===== src/rtl/scan_chain_controller.sv =====
// Scan-chain access sequencer: serial load, functional capture and serial unload
// with scan-enable settle gaps and valid/ready start/result handshakes.
module scan_chain_controller #(
  parameter int CHAIN_LENGTH   = 64,
  parameter int CNT_WIDTH      = 7,
  parameter int CAPTURE_CYCLES = 1,
  parameter int SE_SETTLE      = 1
) (
  input  logic                    clk,
  input  logic                    rst_n,
  input  logic                    start_valid,
  output logic                    start_ready,
  input  logic [1:0]              start_mode,
  input  logic [CHAIN_LENGTH-1:0] load_data,
  input  logic                    abort,
  output logic                    scan_in,
  input  logic                    scan_out,
  output logic                    scan_en,
  output logic                    capture_en,
  output logic                    clk_gate_en,
  output logic                    result_valid,
  input  logic                    result_ready,
  output logic [CHAIN_LENGTH-1:0] result_data,
  output logic                    busy
);

  typedef enum logic [2:0] {
    ST_IDLE    = 3'd0,
    ST_SHIFT   = 3'd1,
    ST_SETTLE1 = 3'd2,
    ST_CAPTURE = 3'd3,
    ST_SETTLE2 = 3'd4,
    ST_UNLOAD  = 3'd5,
    ST_DONE    = 3'd6
  } state_e;

  localparam logic [1:0] MODE_SHIFT   = 2'b00;
  localparam logic [1:0] MODE_FULL    = 2'b01;
  localparam logic [1:0] MODE_CAPTURE = 2'b10;
  localparam logic [1:0] MODE_RSVD    = 2'b11;

  localparam logic [CNT_WIDTH-1:0] CNT_ZERO     = {CNT_WIDTH{1'b0}};
  localparam logic [CNT_WIDTH-1:0] CNT_ONE      = CNT_WIDTH'(1);
  localparam logic [CNT_WIDTH-1:0] SHIFT_LAST   = CNT_WIDTH'(CHAIN_LENGTH - 1);
  localparam logic [CNT_WIDTH-1:0] SETTLE_LAST  = CNT_WIDTH'(SE_SETTLE - 1);
  localparam logic [CNT_WIDTH-1:0] CAPTURE_LAST = CNT_WIDTH'(CAPTURE_CYCLES - 1);

  state_e                  state_q, state_d;
  logic [CNT_WIDTH-1:0]    cnt_q, cnt_d;
  logic [1:0]              mode_q, mode_d;
  logic [CHAIN_LENGTH-1:0] shreg_q, shreg_d;
  logic [CHAIN_LENGTH-1:0] result_data_q, result_data_d;
  logic                    scan_in_q, scan_in_d;
  logic                    scan_en_q, scan_en_d;
  logic                    capture_en_q, capture_en_d;
  logic                    clk_gate_en_q, clk_gate_en_d;
  logic                    start_ready_q, start_ready_d;
  logic                    result_valid_q, result_valid_d;
  logic                    busy_q, busy_d;

  logic start_fire;
  logic result_fire;
  logic phase_last;

  assign start_fire  = start_valid & start_ready_q;
  assign result_fire = result_valid_q & result_ready;
  assign phase_last  = (cnt_q == CNT_ZERO);

  // Phase sequencing: next state, phase down-counter and latched mode
  always_comb begin
    state_d = state_q;
    cnt_d   = cnt_q;
    mode_d  = mode_q;
    case (state_q)
      ST_IDLE: begin
        if (start_fire) begin
          mode_d = (start_mode == MODE_RSVD) ? MODE_FULL : start_mode;
          if (start_mode == MODE_CAPTURE) begin
            state_d = ST_SETTLE1;
            cnt_d   = SETTLE_LAST;
          end else begin
            state_d = ST_SHIFT;
            cnt_d   = SHIFT_LAST;
          end
        end else begin
          state_d = ST_IDLE;
        end
      end
      ST_SHIFT: begin
        if (abort) begin
          state_d = ST_IDLE;
          cnt_d   = CNT_ZERO;
        end else if (phase_last) begin
          if (mode_q == MODE_SHIFT) begin
            state_d = ST_DONE;
          end else begin
            state_d = ST_SETTLE1;
            cnt_d   = SETTLE_LAST;
          end
        end else begin
          cnt_d = cnt_q - CNT_ONE;
        end
      end
      ST_SETTLE1: begin
        if (abort) begin
          state_d = ST_IDLE;
          cnt_d   = CNT_ZERO;
        end else if (phase_last) begin
          state_d = ST_CAPTURE;
          cnt_d   = CAPTURE_LAST;
        end else begin
          cnt_d = cnt_q - CNT_ONE;
        end
      end
      ST_CAPTURE: begin
        if (abort) begin
          state_d = ST_IDLE;
          cnt_d   = CNT_ZERO;
        end else if (phase_last) begin
          if (mode_q == MODE_CAPTURE) begin
            state_d = ST_DONE;
          end else begin
            state_d = ST_SETTLE2;
            cnt_d   = SETTLE_LAST;
          end
        end else begin
          cnt_d = cnt_q - CNT_ONE;
        end
      end
      ST_SETTLE2: begin
        if (abort) begin
          state_d = ST_IDLE;
          cnt_d   = CNT_ZERO;
        end else if (phase_last) begin
          state_d = ST_UNLOAD;
          cnt_d   = SHIFT_LAST;
        end else begin
          cnt_d = cnt_q - CNT_ONE;
        end
      end
      ST_UNLOAD: begin
        if (abort) begin
          state_d = ST_IDLE;
          cnt_d   = CNT_ZERO;
        end else if (phase_last) begin
          state_d = ST_DONE;
        end else begin
          cnt_d = cnt_q - CNT_ONE;
        end
      end
      ST_DONE: begin
        if (result_fire) begin
          state_d = ST_IDLE;
        end else begin
          state_d = ST_DONE;
        end
      end
      default: begin
        state_d = ST_IDLE;
        cnt_d   = CNT_ZERO;
      end
    endcase
  end

  // Scan control outputs are decoded from the upcoming state so they register in step with it
  always_comb begin
    scan_en_d     = 1'b0;
    capture_en_d  = 1'b0;
    clk_gate_en_d = 1'b0;
    case (state_d)
      ST_SHIFT, ST_UNLOAD: begin
        scan_en_d     = 1'b1;
        clk_gate_en_d = 1'b1;
      end
      ST_SETTLE2: begin
        scan_en_d = 1'b1;
      end
      ST_CAPTURE: begin
        capture_en_d  = 1'b1;
        clk_gate_en_d = 1'b1;
      end
      default: begin
        scan_en_d     = 1'b0;
        capture_en_d  = 1'b0;
        clk_gate_en_d = 1'b0;
      end
    endcase
    busy_d        = (state_d != ST_IDLE);
    start_ready_d = (state_d == ST_IDLE);
  end

  // Serial datapath: pattern shifts out of the LSB while scan_out enters at the MSB
  always_comb begin
    shreg_d   = shreg_q;
    scan_in_d = 1'b0;
    if (start_fire) begin
      shreg_d   = load_data;
      scan_in_d = (start_mode != MODE_CAPTURE) & load_data[0];
    end else if ((state_q == ST_SHIFT) || (state_q == ST_UNLOAD)) begin
      shreg_d   = {scan_out, shreg_q[CHAIN_LENGTH-1:1]};
      scan_in_d = (state_d == ST_SHIFT) ? shreg_q[1] : 1'b0;
    end else begin
      shreg_d   = shreg_q;
      scan_in_d = 1'b0;
    end
    // Result is published one cycle after DONE entry and then held until accepted
    result_valid_d = (state_q == ST_DONE) && !result_fire;
    if ((state_q == ST_DONE) && !result_valid_q && (mode_q != MODE_CAPTURE)) begin
      result_data_d = shreg_q;
    end else begin
      result_data_d = result_data_q;
    end
  end

  // State and registered outputs
  always_ff @(posedge clk or negedge rst_n) begin
    if (!rst_n) begin
      state_q        <= ST_IDLE;
      cnt_q          <= CNT_ZERO;
      mode_q         <= MODE_SHIFT;
      shreg_q        <= {CHAIN_LENGTH{1'b0}};
      result_data_q  <= {CHAIN_LENGTH{1'b0}};
      scan_in_q      <= 1'b0;
      scan_en_q      <= 1'b0;
      capture_en_q   <= 1'b0;
      clk_gate_en_q  <= 1'b0;
      start_ready_q  <= 1'b1;
      result_valid_q <= 1'b0;
      busy_q         <= 1'b0;
    end else begin
      state_q        <= state_d;
      cnt_q          <= cnt_d;
      mode_q         <= mode_d;
      shreg_q        <= shreg_d;
      result_data_q  <= result_data_d;
      scan_in_q      <= scan_in_d;
      scan_en_q      <= scan_en_d;
      capture_en_q   <= capture_en_d;
      clk_gate_en_q  <= clk_gate_en_d;
      start_ready_q  <= start_ready_d;
      result_valid_q <= result_valid_d;
      busy_q         <= busy_d;
    end
  end

  assign start_ready  = start_ready_q;
  assign scan_in      = scan_in_q;
  assign scan_en      = scan_en_q;
  assign capture_en   = capture_en_q;
  assign clk_gate_en  = clk_gate_en_q;
  assign result_valid = result_valid_q;
  assign result_data  = result_data_q;
  assign busy         = busy_q;

endmodule


===== config.mk =====
export PLATFORM = sky130hd
export DESIGN_NAME = scan_chain_controller
export DESIGN_NICKNAME = d
export VERILOG_FILES = /design/src/rtl/scan_chain_controller.sv
export SDC_FILE = /design/constraint.sdc
export NUM_CORES = 1
export LEC_CHECK = 0
export CAP_MARGIN = 20
export CORE_MARGIN = 5
export CORE_UTILIZATION = 54
export DETAILED_ROUTE_END_ITERATION = 8
export GPL_ROUTABILITY_DRIVEN = 0
export PLACE_DENSITY = 0.92
export SETUP_SLACK_MARGIN = 0.1
export SLEW_MARGIN = 5
export SYNTH_ARGS = -nofsm -noshare
export SYNTH_HDL_FRONTEND = slang
export SYNTH_SLANG_ARGS = --single-unit
export TNS_END_PERCENT = 1

===== constraint.sdc =====
create_clock -name clk -period 4.4 [get_ports clk]
set_input_delay 1.1 -clock clk [delete_from_list [all_inputs] [get_ports clk]]
set_output_delay 1.1 -clock clk [all_outputs]
set_load 0.05 [all_outputs]

==> results of run 1 <==
-- layer usage --
layer	routed length [um]	vias up
met3	753	30
met4	286	0
met2	7840	145
met1	6050	2310
met5	0	-
li1	-	2108
-- state kept, by name, summed over array words and instances, names as in the netlist --
signal / flops
busy: 1
capture_en: 1
clk_gate_en: 1
cnt_q: 7
mode_q: 2
result_data: 64
result_valid: 1
scan_en: 1
scan_in: 1
shreg_q: 64
start_ready: 1
state_q: 3
-- logic make-up after synthesis --
logic type,Yosys count,share of synthesized area
DFF,147,0.578
muxes,131,0.219
and+or+nand+nor,111,0.0795
AOI/OAI and AO/OA,98,0.0920
buffers and inverters,41,0.0277
xor gates and xnor gates,1,0.00138
adders and majority gates,1,0.00197
-- layout by cell type, fill, tap and decap left out, drive strengths merged, types with 6 or more instances in the layout --
master         Yosys  layout
clkbuf            17      20
clkdlybuf4s50      0     141
dfrtp            146     146
inv                9       9
mux2              66      66
mux2i             65      65
nand2             72      72
nand3              6       6
nor2              11      11
o21ai             76      76
-- per-stage QoR --
stage,setup slack [ns],total power [uW]
3_5_place_dp,1.33,3910
4_1_cts,1.54,5370
3_3_place_gp,1.38,3790
6_report,1.56,5340
2_1_floorplan,2.11,3360
5_1_grt,1.51,5650
-- final cells by class --
cell class / instances / area share
multi-input cells: 342 / 0.299
repair buffers: 146 / 0.172
clock inverters: 10 / 0.0160
clock buffers: 20 / 0.0528
inverters: 9 / 0.00400
well taps: 143 / 0.0212
flip-flops and latches: 147 / 0.435
-- power by group --
group,switching [uW],internal [uW],total [uW]
sequential,356,1770,2130
clock,527,896,1420
combinational,1020,767,1790
-- final timing paths --
check                                                start                          end  slack (ns)
worst max-delay path                 start_ready$_DFF_PN1_                  start_ready        1.56
worst min-delay path            result_data[9]$_DFFE_PN0P_   result_data[9]$_DFFE_PN0P_        0.50
worst max register to register        state_q[2]$_DFF_PN0_  result_data[20]$_DFFE_PN0P_        1.75
worst min register to register  result_data[9]$_DFFE_PN0P_   result_data[9]$_DFFE_PN0P_        0.50
max in group asynchronous                            rst_n      shreg_q[32]$_DFFE_PN0P_        2.72
min in group asynchronous                            rst_n  result_data[50]$_DFFE_PN0P_        0.81
==> summary.txt, run 1 <==
Status - complete, no violations
Slew margin rel. - 0.358
Count of final hold-check violations - 0
Post-Layout Cell Count - 817
Pwr dens - 631 mW/mm^2
Syn Nets - 603
Syn_area_per_cell - 12.0 um^2
Initial core utilization - 0.555
Yosys top cell by area - dfrtp_1
Top-count cell post-synth - dfrtp_1
Main area contributors after synthesis - dfrtp_1 57%, mux2_2 12%, mux2i_1 10%
Grt met3 use - 0.0487
Diodes inserted - 0
Clk slew on worst S/H paths - 0.05 ns
Hold Worst Slack - 0.503 ns
Area of the multi-input gates - 0.00253 mm^2
Synthesized cell area - 0.00636 mm^2
Critical Path Source Type - register
Final wirelength - 14,900 um
Slew Limit Fails - 0
Layout Utilization - 0.737
Final ANT Viol Nets - 0
Max incr delay on CP - 0.80 ns
Buf/Inv on CP - 1
Drt wl/cell - 18.3 um
Yosys top cell area share - 0.574
CTS H-tree depth - 4
Final Net Count - 736
Root Buffer Master - clkbuf_16
Worst-margin pin slew - 0.964 ns
Lkg Pwr - 0.00398 uW
Via density - 5.62
Post-route setup TNS - 0 ns
F_max - 352 MHz
GR Util met2 - 0.372
Critical path peak fanout - 3
RSZ-0062 raised after global routing - no
Cell variety after synth - 47
VDD IR-drop max - 0.000625 V
I/O pins - 143
CP arrival - 1.74 ns
Vias in the first global route - 4,881
Gate Count Post-Synth - 530
Crit Path Category - reg -> out
Die Y - 119 um
CP required - 3.30 ns
FP Rows - 39
IO Port Bufs - 142
#FFs+latches synth - 147
Initial DRC count - 246
Dpl hpwl - 9900 um
Main flop type after synthesis - dfrtp_1
Async SR Flop Fraction - 1.00
TritonCTS buffer count - 17
CTS tree - done
Gr usage total - 0.217
Crit end category - primary output
Worst skew pair latency - 0.41 ns
Filler cells - 749
Sequential-to-total area share from yosys stat - 0.578
Crit path cell chain - clkdlybuf4s50_1
CTS max path bufs - 2
Worst hold path class - reg -> reg
DP Area - 0.00787 mm^2
Sink Count - 147
# Post-CTS Setup Buffers - 0
Overflow left after global routing - 0
Final min period - 2.84 ns
Pin count of the biggest net entering global routing - 108
Cells on worst reg2reg path - 3
Die footprint - 0.0141 mm^2
Total core area - 0.0115 mm^2
Hold path cells - 1
Share of cells above drive strength 1 - 0.174
Number of enable flip-flop cells after synthesis - 0
Delay-heaviest family, CP - buffers and inverters
Grt peak-use layer - met2
Post-route DRC - 0
Slowest stage cell, crit path - clkdlybuf4s50_1
Worst Skew - 0.00947 ns
Register area - 0.00368 mm^2
Post-CTS sizing - 0
Met1 Use GR - 0.272
Cell depth of the worst setup path - 1
Initial antenna violation count - 0
Pre-antenna DRT Iters - 5
Hold buffers post-CTS - 0
Post-synth top cells - 146 x dfrtp_1, 72 x o21ai_0, 71 x nand2_1
DR vias - 4,593
First-pass GRT wire length - 24,800 um
Max_cap viols - 0
Part of the cycle the worst path needs - 0.645
Fin area - 0.00846 mm^2
Area delta synth->final - 32.9%
Synth warnings - 0
Cells after DPL - 787
Die W - 119 um
# setup viols final - 0
Note: power is estimated with default switching activity, not from simulation.
==> inputs of run 2 (changes only) <==
--- a/config.mk
+++ b/config.mk
@@ -7,10 +7,10 @@
 export LEC_CHECK = 0
 export CAP_MARGIN = 20
 export CORE_MARGIN = 5
-export CORE_UTILIZATION = 54
+export CORE_UTILIZATION = 50
 export DETAILED_ROUTE_END_ITERATION = 8
 export GPL_ROUTABILITY_DRIVEN = 0
-export PLACE_DENSITY = 0.92
+export PLACE_DENSITY = 0.86
 export SETUP_SLACK_MARGIN = 0.1
 export SLEW_MARGIN = 5
 export SYNTH_ARGS = -nofsm -noshare
==> constraint.sdc (replaced) <==
create_clock -name clk -period 2.98 [get_ports clk]
set_input_delay 0.745 -clock clk [delete_from_list [all_inputs] [get_ports clk]]
set_output_delay 0.745 -clock clk [all_outputs]
set_load 0.05 [all_outputs]
==> run 2 against run 1 <==
- sequential cell count is the same
- sequential power grew 46%
- register-to-register slack lost 1.1 ns
==> summary.txt, run 2 (same netlist as run 1, synthesis figures left out) <==
Pwr dens - 925 mW/mm^2 (was 631 mW/mm^2)
CTS tree - done (unchanged)
CP arrival - 1.75 ns (was 1.74 ns)
Worst Skew - 0.00581 ns (was 0.00947 ns)
Part of the cycle the worst path needs - 0.839
DR vias - 4,508 (was 4,593)
Crit end category - primary output (unchanged)
Gr usage total - 0.204 (was 0.217)
Count of final hold-check violations - 0 (unchanged)
Critical path peak fanout - 3 (unchanged)
Commonest non-fill, non-tap cell in the layout - dfrtp_1 (unchanged)
Root Buffer Master - clkbuf_16 (unchanged)
Drt wl/cell - 16.8 um (was 18.3 um)
CTS max path bufs - 2 (unchanged)
Buf/Inv on CP - 1 (unchanged)
Vias in the first global route - 4,769 (was 4,881)
Dpl hpwl - 9980 um (was 9900 um)
Final Net Count - 740 (was 736)
Die footprint - 0.0151 mm^2 (was 0.0141 mm^2)
Overflow left after global routing - 0 (unchanged)
Initial core utilization - 0.506 (was 0.555)
Worst R2R Start - state_q[2]$_DFF_PN0_ (unchanged)
Slew Limit Fails - 0 (unchanged)
Sink Count - 147 (unchanged)
IO Port Bufs - 142 (unchanged)
TritonCTS buffer count - 17 (unchanged)
Crit Path Category - reg -> out (unchanged)
Most frequent cells in the layout - 146 x dfrtp_1, 141 x clkdlybuf4s50_1, 72 x o21ai_0 (unchanged)
Slowest stage cell, crit path - clkdlybuf4s50_1 (unchanged)
Final wirelength - 14,300 um (was 14,900 um)
VDD IR-drop max - 0.000466 V (was 0.000625 V)
# setup viols final - 0 (unchanged)
Worst skew pair latency - 0.42 ns (was 0.41 ns)
Worst hold path class - in -> async (was reg -> reg)
Diodes inserted - 0 (unchanged)
# Post-CTS Setup Buffers - 0 (unchanged)
Initial DRC count - 347 (was 246)
RSZ-0062 raised after global routing - no (unchanged)
Slew margin rel. - 0.611 (was 0.358)
Hold Worst Slack - 0.187 ns (was 0.503 ns)
FP Rows - 41 (was 39)
Reg2Reg Capture Point - result_data[12]$_DFFE_PN0P_ (was result_data[20]$_DFFE_PN0P_)
Crit path cell chain - clkdlybuf4s50_1 (unchanged)
Max incr delay on CP - 0.80 ns (about the same)
Lkg Pwr - 0.00402 uW (was 0.00398 uW)
Hold buffers post-CTS - 0 (unchanged)
Initial antenna violation count - 0 (unchanged)
Post-CTS sizing - 0 (unchanged)
Die Y - 123 um (was 119 um)
Clk slew on worst S/H paths - 0.06 ns (was 0.05 ns)
Share of cells above drive strength 1 - 0.180 (was 0.174)
F_max - 400 MHz
Max_cap viols - 0 (unchanged)
CP required - 2.24 ns (was 3.30 ns)
Area delta synth->final - 34.8% (was 32.9%)
CTS H-tree depth - 4 (unchanged)
Final ANT Viol Nets - 0 (unchanged)
Pin count of the biggest net entering global routing - 100 (was 108)
Critical Path Source Type - register (unchanged)
Worst-margin pin slew - 0.583 ns (was 0.964 ns)
Post-route setup TNS - 0 ns (unchanged)
Delay-heaviest family, CP - buffers and inverters (unchanged)
First-pass GRT wire length - 23,800 um (was 24,800 um)
Status - complete, no violations (unchanged)
Total core area - 0.0126 mm^2 (was 0.0115 mm^2)
Cells on worst reg2reg path - 4 (was 3)
Via density - 5.30 (was 5.62)
Post-route DRC - 0 (unchanged)
Pre-antenna DRT Iters - 4 (was 5)
Die W - 123 um (was 119 um)
Final min period - 2.50 ns
FF-to-FF setup slack - 0.68 ns (was 1.75 ns)
I/O pins - 143 (unchanged)
==> run 2: changes by cell type in the layout (fill, tap and decap cells not counted) <==
cell | before | now
clkbuf_8 | 1 | 4
buf_12 | 0 | 2
clkinv_2 | 3 | 1
buf_4 | 4 | 6
==> run 2: worst max-delay path by stage <==
| stage | start | end | slack (ns) | depth (start not counted) |
|---|---|---|---|---|
| after CTS | start_ready$_DFF_PN1_ | start_ready | 0.46 | 1 |
| final | start_ready$_DFF_PN1_ | start_ready | 0.48 | 1 |
| after global placement | abort | cnt_q[1]$_DFFE_PN0P_ | 0.50 | 6 |
| after floorplan | cnt_q[0]$_DFFE_PN0P_ | busy$_DFF_PN0_ | 1.03 | 8 |
| after global routing | start_ready$_DFF_PN1_ | start_ready | 0.42 | 1 |
| after detailed placement | abort | cnt_q[1]$_DFFE_PN0P_ | 0.37 | 6 |
==> run 2: area by class of cell <==
class                      count  area [um^2]
clock buffer                  23          488
clock inverter                 8          125
fill                         914         3990
inverter                       9         33.8
multi-input combinational    342         2530
sequential                   147         3680
tap                          172          215
timing repair buffer         150         1510
==> run 2: per-layer routing <==
metal	vias to the layer above	track usage	wire length, um
met5	-	0	0
met4	0	0.0714	250
met3	25	0.0585	777
met2	123	0.334	7260
met1	2240	0.260	5980
li1	2120	-	-
==> run 2: stage by stage <==
step	util	instances	area, um^2	total power (uW)	setup WS, ns
5_1_grt	0.683	851	8580	8420	0.418
3_3_place_gp	0.634	820	7970	5630	0.504
4_1_cts	0.683	851	8580	7990	0.457
2_1_floorplan	-	530	6360	4960	1.03
3_5_place_dp	0.634	820	7970	5790	0.365
6_report	0.683	851	8580	7930	0.481
==> run 2: power by group <==
group,switching (uW),internal [uW],total [uW]
Sequential,507,2620,3120
Clock,784,1400,2180
Combinational,1480,1150,2630
Total,2770,5160,7930
